### src/rtl/dmem_pkg.sv
// Shared constants, FSM state encoding and address helper for the FP16 ROM streamer.
package dmem_pkg;

    localparam int ADDR_W = 9;
    localparam int DATA_W = 16;
    localparam int DEPTH  = 512;

    localparam logic [DATA_W-1:0] FP16_NEG_ZERO = 16'h8000;

    // Sequencer states. Kept as plain constants so older tools and checkers can match raw codes.
    typedef logic [1:0] state_t;
    localparam state_t S_IDLE = 2'd0;
    localparam state_t S_RUN  = 2'd1;
    localparam state_t S_DONE = 2'd2;

    // Next ROM address, wrapping DEPTH-1 back to 0.
    function automatic logic [ADDR_W-1:0] wrap_inc(input logic [ADDR_W-1:0] a);
        return (a == ADDR_W'(DEPTH - 1)) ? '0 : a + ADDR_W'(1);
    endfunction

endpackage

### src/rtl/dmem_fp16_streamer_if.sv
// Command, ROM and output-stream signals of the FP16 ROM streamer, grouped as one bus.
//
// Stream handshake: a word transfers on every rising clk edge where m_valid and m_ready
// are both high. Once m_valid is raised it stays high, and m_data/m_last stay unchanged,
// until that transfer happens. m_ready may change freely and is not required before
// m_valid is raised. m_last marks the final word of a command.
interface dmem_fp16_streamer_if;
    import dmem_pkg::*;

    logic              start;
    logic [ADDR_W-1:0] base_addr;
    logic [ADDR_W:0]   len;
    logic              busy;
    logic              done;
    logic [ADDR_W-1:0] rom_addr;
    logic [DATA_W-1:0] rom_q;
    logic [DATA_W-1:0] m_data;
    logic              m_valid;
    logic              m_ready;
    logic              m_last;
    state_t            state;

    // Streamer side.
    modport master (
        input  start, base_addr, len, rom_q, m_ready,
        output busy, done, rom_addr, m_data, m_valid, m_last, state
    );

    // Controller / ROM / consumer side.
    modport slave (
        output start, base_addr, len, rom_q, m_ready,
        input  busy, done, rom_addr, m_data, m_valid, m_last, state
    );

endinterface

### src/rtl/stream_fifo2.sv
// Two-entry FIFO used as the streamer's output skid buffer; head is visible combinationally.
module stream_fifo2 #(
    parameter int W = 17
) (
    input  logic         clk,
    input  logic         rst_n,
    input  logic         push,
    input  logic [W-1:0] push_data,
    input  logic         pop,
    output logic [W-1:0] pop_data,
    output logic         full,
    output logic         empty
);

    logic [W-1:0] mem [2];
    logic         rd_ptr;
    logic         wr_ptr;
    logic [1:0]   cnt;
    logic         do_pop;
    logic         do_push;

    assign empty    = (cnt == 2'd0);
    assign full     = (cnt == 2'd2);
    assign do_pop   = pop & ~empty;
    // A push into a full FIFO is accepted only when the head leaves in the same cycle.
    assign do_push  = push & (~full | do_pop);
    assign pop_data = mem[rd_ptr];

    // Storage, pointers and occupancy count.
    always_ff @(posedge clk or negedge rst_n) begin
        if (!rst_n) begin
            mem[0] <= '0;
            mem[1] <= '0;
            rd_ptr <= 1'b0;
            wr_ptr <= 1'b0;
            cnt    <= 2'd0;
        end else begin
            if (do_push) begin
                mem[wr_ptr] <= push_data;
                wr_ptr      <= ~wr_ptr;
            end
            if (do_pop) begin
                rd_ptr <= ~rd_ptr;
            end
            case ({do_push, do_pop})
                2'b10:   cnt <= cnt + 2'd1;
                2'b01:   cnt <= cnt - 2'd1;
                default: cnt <= cnt;
            endcase
        end
    end

endmodule

### src/rtl/dmem_fp16_streamer.sv
// Walks len consecutive ROM addresses from base_addr and streams each FP16 word with a last marker.
module dmem_fp16_streamer
    import dmem_pkg::*;
#(
    parameter bit CANON_NZ = 1'b0
) (
    input logic                  clk,
    input logic                  rst_n,
    dmem_fp16_streamer_if.master bus
);

    state_t            state_r;
    logic [ADDR_W-1:0] addr_r;
    logic [ADDR_W:0]   fetch_rem;
    logic              fetch;
    logic              pop;
    logic              fifo_full;
    logic              fifo_empty;
    logic [DATA_W:0]   head;
    logic [DATA_W-1:0] word;
    logic              last_word;

    assign pop       = ~fifo_empty & bus.m_ready;
    // Fetch only while words remain and the buffer has (or is about to have) a free slot.
    assign fetch     = (state_r == S_RUN) && (fetch_rem != '0) && (!fifo_full || pop);
    assign word      = (CANON_NZ && (bus.rom_q == FP16_NEG_ZERO)) ? '0 : bus.rom_q;
    assign last_word = (fetch_rem == (ADDR_W+1)'(1));

    stream_fifo2 #(
        .W(DATA_W + 1)
    ) u_fifo (
        .clk       (clk),
        .rst_n     (rst_n),
        .push      (fetch),
        .push_data ({word, last_word}),
        .pop       (pop),
        .pop_data  (head),
        .full      (fifo_full),
        .empty     (fifo_empty)
    );

    // Command FSM plus the address and remaining-fetch counters.
    always_ff @(posedge clk or negedge rst_n) begin
        if (!rst_n) begin
            state_r   <= S_IDLE;
            addr_r    <= '0;
            fetch_rem <= '0;
        end else begin
            case (state_r)
                S_IDLE: begin
                    if (bus.start) begin
                        state_r   <= S_RUN;
                        addr_r    <= bus.base_addr;
                        fetch_rem <= bus.len;
                    end
                end
                S_RUN: begin
                    if (fetch) begin
                        addr_r    <= wrap_inc(addr_r);
                        fetch_rem <= fetch_rem - (ADDR_W+1)'(1);
                    end
                    // Finish on handing over the last word; a zero-length command has nothing
                    // to fetch or drain, so it finishes after one RUN cycle and keeps the
                    // same start-to-done spacing as a one-word command minus the word.
                    if ((pop && head[0]) || ((fetch_rem == '0) && fifo_empty)) begin
                        state_r <= S_DONE;
                    end
                end
                S_DONE: begin
                    state_r <= S_IDLE;
                end
                default: begin
                    state_r <= S_IDLE;
                end
            endcase
        end
    end

    assign bus.rom_addr = addr_r;
    assign bus.m_valid  = ~fifo_empty;
    assign bus.m_data   = head[DATA_W:1];
    assign bus.m_last   = head[0] & ~fifo_empty;
    assign bus.busy     = (state_r == S_RUN);
    assign bus.done     = (state_r == S_DONE);
    assign bus.state    = state_r;

endmodule

### src/flat_wrapper.sv
// flat-port wrapper written by rule: the top's interface ports become plain ports
module dmem_fp16_streamer_flat import dmem_pkg::*;
#(
    parameter bit CANON_NZ = 1'b0
)
  (clk, rst_n, bus_start, bus_base_addr, bus_len, bus_rom_q, bus_m_ready, bus_busy, bus_done, bus_rom_addr, bus_m_data, bus_m_valid, bus_m_last, bus_state);
  dmem_fp16_streamer_if bus_i ();
  input logic clk;
  input logic rst_n;
  input wire logic [$bits(bus_i.start)-1:0] bus_start;
  input wire logic [$bits(bus_i.base_addr)-1:0] bus_base_addr;
  input wire logic [$bits(bus_i.len)-1:0] bus_len;
  input wire logic [$bits(bus_i.rom_q)-1:0] bus_rom_q;
  input wire logic [$bits(bus_i.m_ready)-1:0] bus_m_ready;
  output wire logic [$bits(bus_i.busy)-1:0] bus_busy;
  output wire logic [$bits(bus_i.done)-1:0] bus_done;
  output wire logic [$bits(bus_i.rom_addr)-1:0] bus_rom_addr;
  output wire logic [$bits(bus_i.m_data)-1:0] bus_m_data;
  output wire logic [$bits(bus_i.m_valid)-1:0] bus_m_valid;
  output wire logic [$bits(bus_i.m_last)-1:0] bus_m_last;
  output wire logic [$bits(bus_i.state)-1:0] bus_state;
  assign bus_i.start = bus_start;
  assign bus_i.base_addr = bus_base_addr;
  assign bus_i.len = bus_len;
  assign bus_i.rom_q = bus_rom_q;
  assign bus_i.m_ready = bus_m_ready;
  assign bus_busy = bus_i.busy;
  assign bus_done = bus_i.done;
  assign bus_rom_addr = bus_i.rom_addr;
  assign bus_m_data = bus_i.m_data;
  assign bus_m_valid = bus_i.m_valid;
  assign bus_m_last = bus_i.m_last;
  assign bus_state = bus_i.state;
  dmem_fp16_streamer #(.CANON_NZ(CANON_NZ)) u_core (.clk(clk), .rst_n(rst_n), .bus(bus_i));
endmodule
### config.mk
export PLATFORM = sky130hd
export DESIGN_NAME = dmem_fp16_streamer_flat
export DESIGN_NICKNAME = d
export VERILOG_FILES = /design/src/rtl/dmem_pkg.sv /design/src/rtl/dmem_fp16_streamer_if.sv /design/src/rtl/stream_fifo2.sv /design/src/rtl/dmem_fp16_streamer.sv /design/src/flat_wrapper.sv
export SDC_FILE = /design/constraint.sdc
export NUM_CORES = 1
export LEC_CHECK = 0
export CORE_AREA = 2 2 93 95
export CTS_CLUSTER_DIAMETER = 30
export DETAILED_ROUTE_END_ITERATION = 16
export DIE_AREA = 0 0 95 97
export SETUP_SLACK_MARGIN = 0.3
export SLEW_MARGIN = 20
export SYNTH_ARGS = -nofsm -noshare
export SYNTH_HDL_FRONTEND = slang
export SYNTH_HIERARCHICAL = 1
export SYNTH_SLANG_ARGS = --single-unit
### constraint.sdc
create_clock -name clk -period 5.15 [get_ports clk]
set_input_delay 0.7725 -clock clk [delete_from_list [all_inputs] [get_ports clk]]
set_output_delay 0.7725 -clock clk [all_outputs]
set_load 0.1 [all_outputs]
# Yosys cells after proc, flatten, opt, wreduce, memory -nomap -nowiden
# Cells that the tools add are included.
# W data, S select, Z words.
# classes
muxes,17
n_lt_le_gt_ge,3
n_reduce_logical,16
shifts,0
div_mod_pow,0
addsub,4
mul,0
n_bitwise,11
eq_ne,10
# ops
op,count
$mux W17,4
$bwmux W34,1
$mux W9,3
$mux W10,2
$pmux W10 S2,1
$pmux W9 S2,1
$demux W17 S1,1
$eq A10 B1 Y1 const B,1
$logic_not A10 Y1,1
$reduce_bool A10 Y1,1
$sub A10 B1 Y10 const B,1
$add A9 B1 Y9 const B,1
$eq A9 B9 Y1 const B,1
$pmux W2 S2,2
$eq A2 B2 Y1 const B,3
$logic_and A1 B1 Y1,5
$and A1 B1 Y1,4
$eq A2 B1 Y1 const B,2
$ge A2 B2 Y1 const B,2
$logic_not A2 Y1,2
$mux W2,2
$ne A2 B1 Y1 const B,2
$not A1 Y1,4
$not A1 Y2,2
other kinds (10),12
# word_totals
romBits,0
memories,0
in_bits,39
ff_bits,59
ram_bits,0
latch_bits,0
out_inout_bits,31

# Logic depth before layout (Yosys ltp)
# Gate-level depths: netlist of run 1.
# depth
word_depth,8
ltp_mapped,11
depth_no_buf,10

# Modules after synthesis
# The synthesis of run 1 kept the hierarchy.
# modules_own_cells
module,area_each_um2,n_inst,cells_per_inst
stream_fifo2,1686.6,1,108
dmem_fp16_streamer,1443.9,1,166

# Worst setup path after synthesis of run 1
# No wires, ideal clock.
# synth_path
path_type,register -> register
from,"register u_core.state_r[1], in the netlist u_core/bus.state[1]"
to,register u_core/u_fifo/mem[23] (netlist name)
t_arrival_ns,3.366
path_stages_with_launch,9
path_buffers,2
path_slack_ns,1.659
required_ns,5.025
setup_time_ns,0.125
path_cell_list,dfrtp_1 > nand2b_1 > buf_2 > clkinv_1 > o21ai_1 > nor2_1 > nor3b_4 > buf_6 > mux2_2
# synth_between
elab_chain_len,4
# synth_rtl
item,line,text
from (decl),dmem_fp16_streamer.sv:12,state_t state_r;
from (signal assigned),dmem_fp16_streamer.sv:45,state_r <= S_IDLE;
from (signal assigned),dmem_fp16_streamer.sv:52,state_r <= S_RUN;
from (signal assigned),dmem_fp16_streamer.sv:66,state_r <= S_DONE;
$eq A2 B1 Y1,n/a,
named net bus_busy,flat_wrapper.sv:15,output wire logic [$bits(bus_i.busy)-1:0] bus_busy;
$logic_and A1 B1 Y1 (2 in a row),dmem_fp16_streamer.sv:25,assign fetch = (state_r == S_RUN) && (fetch_rem != '0) && (!fifo_full || pop);
named net u_core.fetch,dmem_fp16_streamer.sv:15,logic fetch;
$and A1 B1 Y1,stream_fifo2.sv:26,assign do_push = push & (~full | do_pop);
"to (signal, indexed assignment)",stream_fifo2.sv:39,mem[wr_ptr] <= push_data;
to (decl),stream_fifo2.sv:15,logic [W-1:0] mem [2];
# The timed path passes the listed nets, and every way through them passes these cells.
# A chain may end at the register's enable or synchronous reset.

# Final worst setup path of run 1
# layout_path
from,"register u_core.state_r[1], in the netlist u_core/bus.state[1]"
to,output bus_busy
# layout_between
elab_chain_len,1
# layout_rtl
item,line,text
$eq A2 B1 Y1,dmem_fp16_streamer.sv:83,assign bus.busy = (state_r == S_RUN);
to (decl),flat_wrapper.sv:15,
# Every way passes these cells.

==> results of run 1 <==
[kinds of logic (layout without fill, tap and decap cells)]
kind of cell	after synthesis	count (layout)
compound gates	58	58
xor+xnor	5	5
fa+ha+maj	5	5
buf+inv	24	96
flops	59	59
mux	55	55
simple gates	68	68
[registers in the layout, summed over array words and instances, names as in the netlist]
name and cells:
u_core/bus.rom_addr 9, u_core/bus.state 2, u_core/fetch_rem 10, u_core/u_fifo/cnt 2
u_core/u_fifo/mem 34, u_core/u_fifo/rd_ptr 1, u_core/u_fifo/wr_ptr 1
[per-layer routing]
metal / part of all wire (%) / global-route usage, % / wire length, µm
met1: 49 / 24.88 / 3664
met2: 45 / 25.31 / 3334
met4: 1.6 / 6.466 / 118
met3: 3.8 / 3.660 / 285
met5: 0 / 0 / 0
[cell usage in the layout (no fill, tap or decap), types with 4 or more instances in the layout]
cell             instances
inv_1                    9
o311ai_0                 5
clkbuf_8                10
a21oi_1                  8
nand2_1                 13
o211ai_1                 4
nor2_1                  16
nor3_1                   8
mux2_2                  53
and3_1                   4
clkdlybuf4s50_1         68
dfrtp_1                 59
ha_1                     5
o21ai_0                 10
[synthesized netlist by cell type, drive strengths merged, types with 2 or more instances]
master / count / area [µm²]
o211a: 3 / 30.03
ha: 5 / 62.56
nand3: 2 / 10.01
a32o: 2 / 20.02
buf: 8 / 52.55
clkbuf: 6 / 22.52
o21ai: 12 / 63.81
or3b: 2 / 17.52
o21a: 2 / 15.01
o32ai: 2 / 17.52
inv: 9 / 33.78
o22ai: 3 / 18.77
a22oi: 3 / 22.52
nor2: 17 / 71.32
xnor2: 3 / 26.28
o211ai: 4 / 30.03
dfrtp: 59 / 1476
o2bb2ai: 2 / 17.52
nor2b: 3 / 18.77
mux2i: 2 / 20.02
xor2: 2 / 17.52
a21oi: 8 / 40.04
nor4: 3 / 18.77
or3: 4 / 31.28
mux2: 53 / 596.8
nor3: 9 / 56.31
and3: 4 / 25.02
o311ai: 5 / 43.79
or4: 2 / 18.77
nand2: 13 / 48.80
nand2b: 3 / 18.77
a31oi: 3 / 18.77
a221oi: 2 / 23.77
nor3b: 4 / 46.29
[final cells by class]
type | instances | share of cell area, %
Clock inverter | 6 | 2.163
Clock buffer | 10 | 3.352
Timing Repair Buffer | 70 | 16.88
Multi-Input combinational cell | 191 | 37.54
Inverter | 10 | 0.9141
Sequential cell | 59 | 35.95
Tap cell | 105 | 3.199
[stage by stage]
step	hold slack [ps]	instance area (µm²)	worst slack (ps)	util, %	cells
after floorplan	468.7	3131	1659	-	274
after global placement	483.0	3880	1677	47.70	435
after detailed placement	491.8	3880	1608	47.70	435
after CTS	508.3	4106	1476	50.48	451
after global routing	517.1	4106	1237	50.48	451
final	502.8	4106	1468	50.48	451
[worst max-delay path by stage]
stage | startpoint | endpoint | slack, ps | cells after the start
floorplan | u_core/bus.state[1] | u_core/u_fifo/mem[23] | 1660 | 8
global placement | bus_m_ready | u_core/u_fifo/mem[24] | 1680 | 6
detailed placement | bus_m_ready | u_core/u_fifo/mem[18] | 1610 | 6
CTS | u_core/bus.state[1] | bus_busy | 1480 | 3
global route | u_core/bus.state[1] | bus_busy | 1240 | 3
finish | u_core/bus.state[1] | bus_busy | 1470 | 3
==> flow_summary_export.csv, run 1 <==
group,metric,value,unit
synth,synth_top_family_by_area,"multiplexers",
synth,synth_xor_area_share,1.399,%
sta,drv_slew,0,
floorplan,start_util,38.49,%
setup_path,rrSetupSlack,1990,ps
hold_path,hold_class,"register to register",
synth,synth_edf_count,0,
cells_and_area,diodes,0,
global_routing,grt_overflow,0,
cells_and_area,nFillCells,763,
global_routing,antenna_found_initial,0,
placed_design,finalWeightedCongestion,0.8907,
global_routing,grt_pass1_vias,2466,
detailed_routing,postRouteAntennaNets,0,
clock_network,htreeDepth,3,
setup_path,crit_type,"register to primary output",
cells_and_area,multi_input_area,1541,µm²
sta,finalSetupTns,0,ps
cells_and_area,nNetsFinal,385,
global_routing,grt_max_degree,60,
placed_design,dp_hpwl,5.159,mm
clock_network,cts_resized,0,
setup_path,worstPathArrival,2910,ps
sta,period_needed,3682,ps
synth,synth_area_per_cell,11.43,µm²
detailed_routing,routed_wl,7.403,mm
setup_path,rr_worst_depth,6,
sta,period_share,71.50,%
run_status,status,"complete, no violations",
sta,slew_headroom,33.93,%
synth,synth_seq_area_share,47.16,%
detailed_routing,drt_iter0_markers,82,
synth,yosys.cell_types.count,56,
sta,fin_skew,11.15,ps
synth,ys_seq_elements,59,
floorplan,ioPinCount,70,
hold_path,worstHoldStart,"u_core/u_fifo/mem[11]",
detailed_routing,routed_via_density,5.284,
synth,async_flop_share,100.0,%
clock_network,cts_buffer_depth,2,
job,drv_cap,0,
setup_path,critPathTopFamily,"buffers and inverters",
clock_network,tritoncts,"yes",
setup_path,r2r_end,"u_core/u_fifo/mem[18]",
synth,synthSimpleGateAreaFrac,12.63,%
setup_path,critPathMaxFanout,16,
clock_network,postCtsSetupRepairBufs,0,
synth,syn_area,3131,µm²
setup_path,critPathCaptureType,"primary output",
synth,synthFlopType,"dfrtp_1",
detailed_routing,firstDrtPassIters,4,
sta,finalHoldViolCount,0,
clock_network,cts_hold_buf,0,
detailed_routing,vias,2383,
global_routing,grt_pass1_wl,12.35,mm
cells_and_area,final_layout_size_suffix_gt1_share,23.70,%
synth,synth_mux_area_share,19.70,%
detailed_routing,post_drt_wl_per_cell,16.41,µm
sta,rsz0062_at_grt,"no",
sta,setup_viol,0,
synth,yosys_warnings,6,
floorplan,die_h,97,µm
sta,fmax,271.6,MHz
clock_network,cts.sinks,59,
detailed_routing,drc,0,
setup_path,slowest_delay,1080,ps
setup_path,cp.buffers_inverters,2,
setup_path,cp_data_required_time,4380,ps
clock_network,clk_pin_slew,70,ps
floorplan,die_width,95,µm
setup_path,worstPathCellList,"nand2b_1, clkinv_1, clkdlybuf4s50_1",
synth,synth_fa_ha_area_share,1.998,%
hold_path,hold_end,"u_core/u_fifo/mem[11]",
cells_and_area,syn_to_final_growth,31.18,%
floorplan,dieArea,9215,µm²
setup_path,reg2reg_from,"u_core/bus.state[0]",
global_routing,track_usage,17.25,%
synth,netlist_instances,274,
synth,synth_fp_nets,318,
synth,synth_compound_area_share,13.51,%
placed_design,port_buffers,69,
hold_path,hold-path-cell-count,1,
clock_network,cts_made_buffers,9,
clock_network,clkLatencyLatePin,340,ps
clock_network,cts-root-buf,"clkbuf_8",
setup_path,worst_setup_path_start_kind,"register",
cells_and_area,seqCellArea,1476,µm²
sta,tightest_slew,987.9,ps
floorplan,num_rows,33,
floorplan,coreArea,8134,µm²
setup_path,cp_slowest_cell,"clkdlybuf4s50_1",
Power of run 1 is not shown: default switching activity piles up to over one toggle a cycle in this logic, so the estimate is an artifact.
==> run 2: changes to the inputs <==
==> constraint.sdc (replaced) <==
create_clock -name clk -period 3.4 [get_ports clk]
set_input_delay 0.51 -clock clk [delete_from_list [all_inputs] [get_ports clk]]
set_output_delay 0.51 -clock clk [all_outputs]
set_load 0.1 [all_outputs]
==> flow_summary_export.csv, run 2 (synthesis results as in run 1) <==
group,metric,value,unit
run_status,status,"complete, no violations",
cells_and_area,syn_to_final_growth,30.74,%
sta,finalHoldViolCount,0,
global_routing,grt_overflow,0,
sta,rsz0062_at_grt,"no",
clock_network,clkLatencyLatePin,330,ps
setup_path,cp_slowest_cell,"nor3b_4",
detailed_routing,vias,2427,
sta,period_share,79.43,%
setup_path,critPathTopFamily,"simple AND/OR/NAND/NOR gates",
floorplan,ioPinCount,70,
cells_and_area,nNetsFinal,391,
detailed_routing,postRouteAntennaNets,0,
clock_network,postCtsSetupRepairBufs,0,
detailed_routing,routed_wl,7.485,mm
floorplan,die_width,95,µm
setup_path,cp_data_required_time,3620,ps
global_routing,antenna_found_initial,0,
floorplan,start_util,38.49,%
clock_network,htreeDepth,3,
sta,drv_slew,0,
floorplan,coreArea,8134,µm²
setup_path,worstPathCellList,"inv_1, ha_1, or3b_1, nor3_4, nor2_1, nor3b_4, mux2_2",
global_routing,track_usage,17.38,%
sta,setup_ws,699.2,ps
clock_network,cts_hold_buf,0,
setup_path,worstPathArrival,2920,ps
setup_path,cp.buffers_inverters,1,
placed_design,dp_hpwl,5.342,mm
global_routing,grt_pass1_wl,12.45,mm
sta,setup_viol,0,
clock_network,cts_buffer_depth,2,
detailed_routing,drc,0,
detailed_routing,post_drt_wl_per_cell,16.41,µm
setup_path,critPathMaxFanout,17,
cells_and_area,final_layout_size_suffix_gt1_share,31.05,%
placed_design,port_buffers,69,
hold_path,hold_class,"primary input to asynchronous set/reset pin",
job,drv_cap,0,
clock_network,clk_pin_slew,70,ps
detailed_routing,firstDrtPassIters,4,
sta,fin_skew,7.633,ps
setup_path,worst_setup_path_start_kind,"register",
clock_network,cts_made_buffers,9,
sta,period_needed,2701,ps
cells_and_area,utilization,50.32,%
setup_path,slowest_delay,770,ps
floorplan,dieArea,9215,µm²
cells_and_area,largest_register_ff_count,34,
clock_network,cts_resized,0,
clock_network,cts-root-buf,"clkbuf_8",
global_routing,grt_pass1_vias,2490,
floorplan,num_rows,33,
clock_network,cts.sinks,59,
cells_and_area,top_register,"u_core/u_fifo/mem",
floorplan,die_h,97,µm
sta,fmax,370.3,MHz
cells_and_area,layout_commonest_cell,"dfrtp_1",
sta,finalSetupTns,0,ps
cells_and_area,mostFrequentLayoutCells,"dfrtp_1, mux2_2, clkdlybuf4s50_1, buf_4, nor2_1",
setup_path,critPathCaptureType,"register",
sta,tightest_slew,969.4,ps
detailed_routing,drt_iter0_markers,92,
clock_network,tritoncts,"yes",
sta,slew_headroom,35.17,%
setup_path,crit_type,"register to register",
placed_design,dp_slack,543.0,ps
global_routing,grt_max_degree,39,
cells_and_area,diodes,0,
detailed_routing,routed_via_density,5.322,
placed_design,finalWeightedCongestion,0.8043,
sta,whs,269.9,ps
[run 2: cell count changes in the layout (fill, tap and decap cells not counted)]
cell,delta
buf_4,+26
clkdlybuf4s50_1,-20
clkinv_1,-1
clkinv_2,+2
clkinv_4,-1
clkinvlp_4,-1
dfrtp_1,-1
dfrtp_2,+1
[run 2: layout make-up]
class                           instances  area, µm²
Sequential cell                        59       1478
Multi-Input combinational cell        191       1541
Tap cell                              105      131.4
Clock buffer                           10      137.6
Clock inverter                          5      77.57
Fill cell                             784       4041
Timing Repair Buffer                   76      688.2
Inverter                               10      38.79
[run 2: per-stage QoR]
stage / std cells / cell area (µm²)
finish: 456 / 4093
global route: 456 / 4093
CTS: 456 / 4093
detailed placement: 441 / 3877
global placement: 441 / 3877
floorplan: 274 / 3133
[run 2: layer usage]
| metal | track usage, % | routed length, µm |
|---|---|---|
| met5 | 0 | 0 |
| met4 | 6.800 | 135 |
| met3 | 3.427 | 388 |
| met2 | 25.97 | 3491 |
| met1 | 24.64 | 3470 |
[run 2: worst register-to-register path: stages, from the launching register on]
cell and delay (ps):
dfrtp_1 380, inv_1 80, ha_1 220, or3b_1 340, nor3_4 130, nor2_1 240
nor3b_4 770, mux2_2 420
[run 2: worst paths after layout]
check	to	slack (ps)	start	cells past startpoint
setup / recovery	u_core/u_fifo/mem[20]	700	u_core/fetch_rem[0]	7
hold / removal	u_core/fetch_rem[3]	270	rst_n	1
setup reg to reg	u_core/u_fifo/mem[20]	700	u_core/fetch_rem[0]	7
hold reg to reg	u_core/u_fifo/mem[15]	510	u_core/u_fifo/mem[15]	1
max in group asynchronous	u_core/bus.state[0]	2290	rst_n	2
min in group clk	u_core/u_fifo/mem[15]	510	u_core/u_fifo/mem[15]	1
Power of run 2 is left out for the same reason.
==> run 3: changes to the inputs <==
==> constraint.sdc (replaced) <==
create_clock -name clk -period 2.66 [get_ports clk]
set_input_delay 0.399 -clock clk [delete_from_list [all_inputs] [get_ports clk]]
set_output_delay 0.399 -clock clk [all_outputs]
set_load 0.1 [all_outputs]
==> flow_summary_export.csv, run 3 (synthesis results as in run 1) <==
group,metric,value,unit
clock_network,cts_made_buffers,9,
placed_design,finalWeightedCongestion,0.8321,
cells_and_area,nNetsFinal,401,
setup_path,critPathCaptureType,"register",
global_routing,grt_overflow,0,
setup_path,worstPathCellList,"ha_4, and3_4, and3_4, and3_4, ha_4, or3b_4, nor4_4, a21oi_1, o211ai_1",
detailed_routing,vias,2518,
cells_and_area,nFillCells,711,
setup_path,cp.buffers_inverters,0,
cells_and_area,mostFrequentLayoutCells,"mux2_2, dfrtp_1, clkdlybuf4s50_1, buf_4, buf_12",
cells_and_area,multi_input_area,1652,µm²
detailed_routing,routed_wl,7.626,mm
floorplan,num_rows,33,
job,drv_cap,0,
sta,finalSetupTns,0,ps
cells_and_area,seqCellArea,1494,µm²
sta,rsz0062_at_grt,"yes",
clock_network,cts-root-buf,"clkbuf_8",
detailed_routing,firstDrtPassIters,4,
clock_network,tritoncts,"yes",
clock_network,cts_buffer_depth,2,
sta,setup_viol,0,
floorplan,ioPinCount,70,
sta,finalHoldViolCount,0,
global_routing,grt_pass1_wl,12.63,mm
clock_network,cts_hold_buf,0,
clock_network,cts.sinks,59,
setup_path,rrSetupSlack,380,ps
setup_path,critPathTopFamily,"simple AND/OR/NAND/NOR gates",
floorplan,dieArea,9215,µm²
detailed_routing,routed_via_density,5.392,
clock_network,clk_pin_slew,80,ps
cells_and_area,diodes,0,
setup_path,crit_type,"register to register",
setup_path,rr_worst_depth,9,
cells_and_area,final_layout_size_suffix_gt1_share,42.27,%
floorplan,coreArea,8134,µm²
setup_path,critPathLaunch,"u_core/bus.rom_addr[1]",
floorplan,die_h,97,µm
sta,drv_slew,0,
detailed_routing,postRouteAntennaNets,0,
sta,fin_skew,13.14,ps
global_routing,antenna_found_initial,0,
setup_path,worstPathArrival,2540,ps
detailed_routing,drc,0,
setup_path,cp_slowest_cell,"dfrtp_4",
sta,fmax,438.6,MHz
setup_path,timing.critical_path.mode_cell,"and3_4",
cells_and_area,largest_register_ff_count,34,
global_routing,grt_max_degree,39,
cells_and_area,syn_to_final_growth,44.32,%
hold_path,hold_class,"primary input to asynchronous set/reset pin",
setup_path,critPathMaxFanout,5,
setup_path,slowest_delay,490,ps
detailed_routing,post_drt_wl_per_cell,16.33,µm
setup_path,cp_data_required_time,2920,ps
sta,whs,40.77,ps
detailed_routing,drt_iter0_markers,114,
run_status,status,"complete, no violations",
floorplan,start_util,38.49,%
sta,period_share,85.71,%
setup_path,worst_setup_path_start_kind,"register",
sta,period_needed,2280,ps
placed_design,dp_hpwl,5.193,mm
sta,slew_headroom,59.93,%
setup_path,reg2reg_from,"u_core/bus.rom_addr[1]",
clock_network,clkLatencyLatePin,340,ps
placed_design,port_buffers,69,
global_routing,grt_pass1_vias,2497,
global_routing,track_usage,17.40,%
cells_and_area,top_register,"u_core/u_fifo/mem",
clock_network,htreeDepth,3,
setup_path,r2r_end,"u_core/bus.rom_addr[5]",
floorplan,die_width,95,µm
sta,tightest_slew,601.0,ps
[run 3: cell types whose count changed in the layout (fill, tap and decap cells not counted), sizes merged]
cell,change
clkinvlp,+1
inv,+1
clkbuf,-1
clkdlybuf4s50,-11
clkinv,+1
or3b,+1
bufinv,-1
buf,+20
[run 3: per-stage QoR]
step	area, µm²	setup WS (ps)	util, %	instances
global route	4518	279.8	55.55	467
finish	4518	380.0	55.55	467
global placement	4243	265.1	52.16	445
CTS	4467	309.5	54.91	464
floorplan	3249	134.8	-	274
detailed placement	4243	270.6	52.16	445
[run 3: final cells by class]
cell class	instances	share of cell area [%]
Clock buffer	9	2.742
Clock inverter	7	1.689
Inverter	10	1.108
Timing Repair Buffer	85	21.93
Multi-Input combinational cell	192	36.55
Sequential cell	59	33.07
Tap cell	105	2.908
[run 3: how the worst max path moves through the flow]
stage / to / cells after the start
after floorplan: u_core/bus.rom_addr[5] / 10
after global placement: u_core/bus.rom_addr[5] / 9
after detailed placement: u_core/u_fifo/mem[24] / 8
after CTS: u_core/u_fifo/cnt[1] / 9
after global routing: u_core/bus.rom_addr[2] / 9
final: u_core/bus.rom_addr[5] / 9
[run 3: layer usage]
| metal | track usage (%) | routed length [µm] |
|---|---|---|
| met4 | 6.355 | 104 |
| met2 | 25.20 | 3481 |
| met5 | 0 | 0 |
| met3 | 2.882 | 368 |
| met1 | 26.02 | 3673 |
[run 3: timing repair]
item                                   in CTS  in global routing
setup endpoints to repair                  23                 44
pin swaps                                   3                  2
gates resized for setup                     0                 11
gates cloned                                1                  0
endpoints found under the hold margin       0                  0
buffers inserted                            2                  3
Power of run 3 is left out for the same reason.
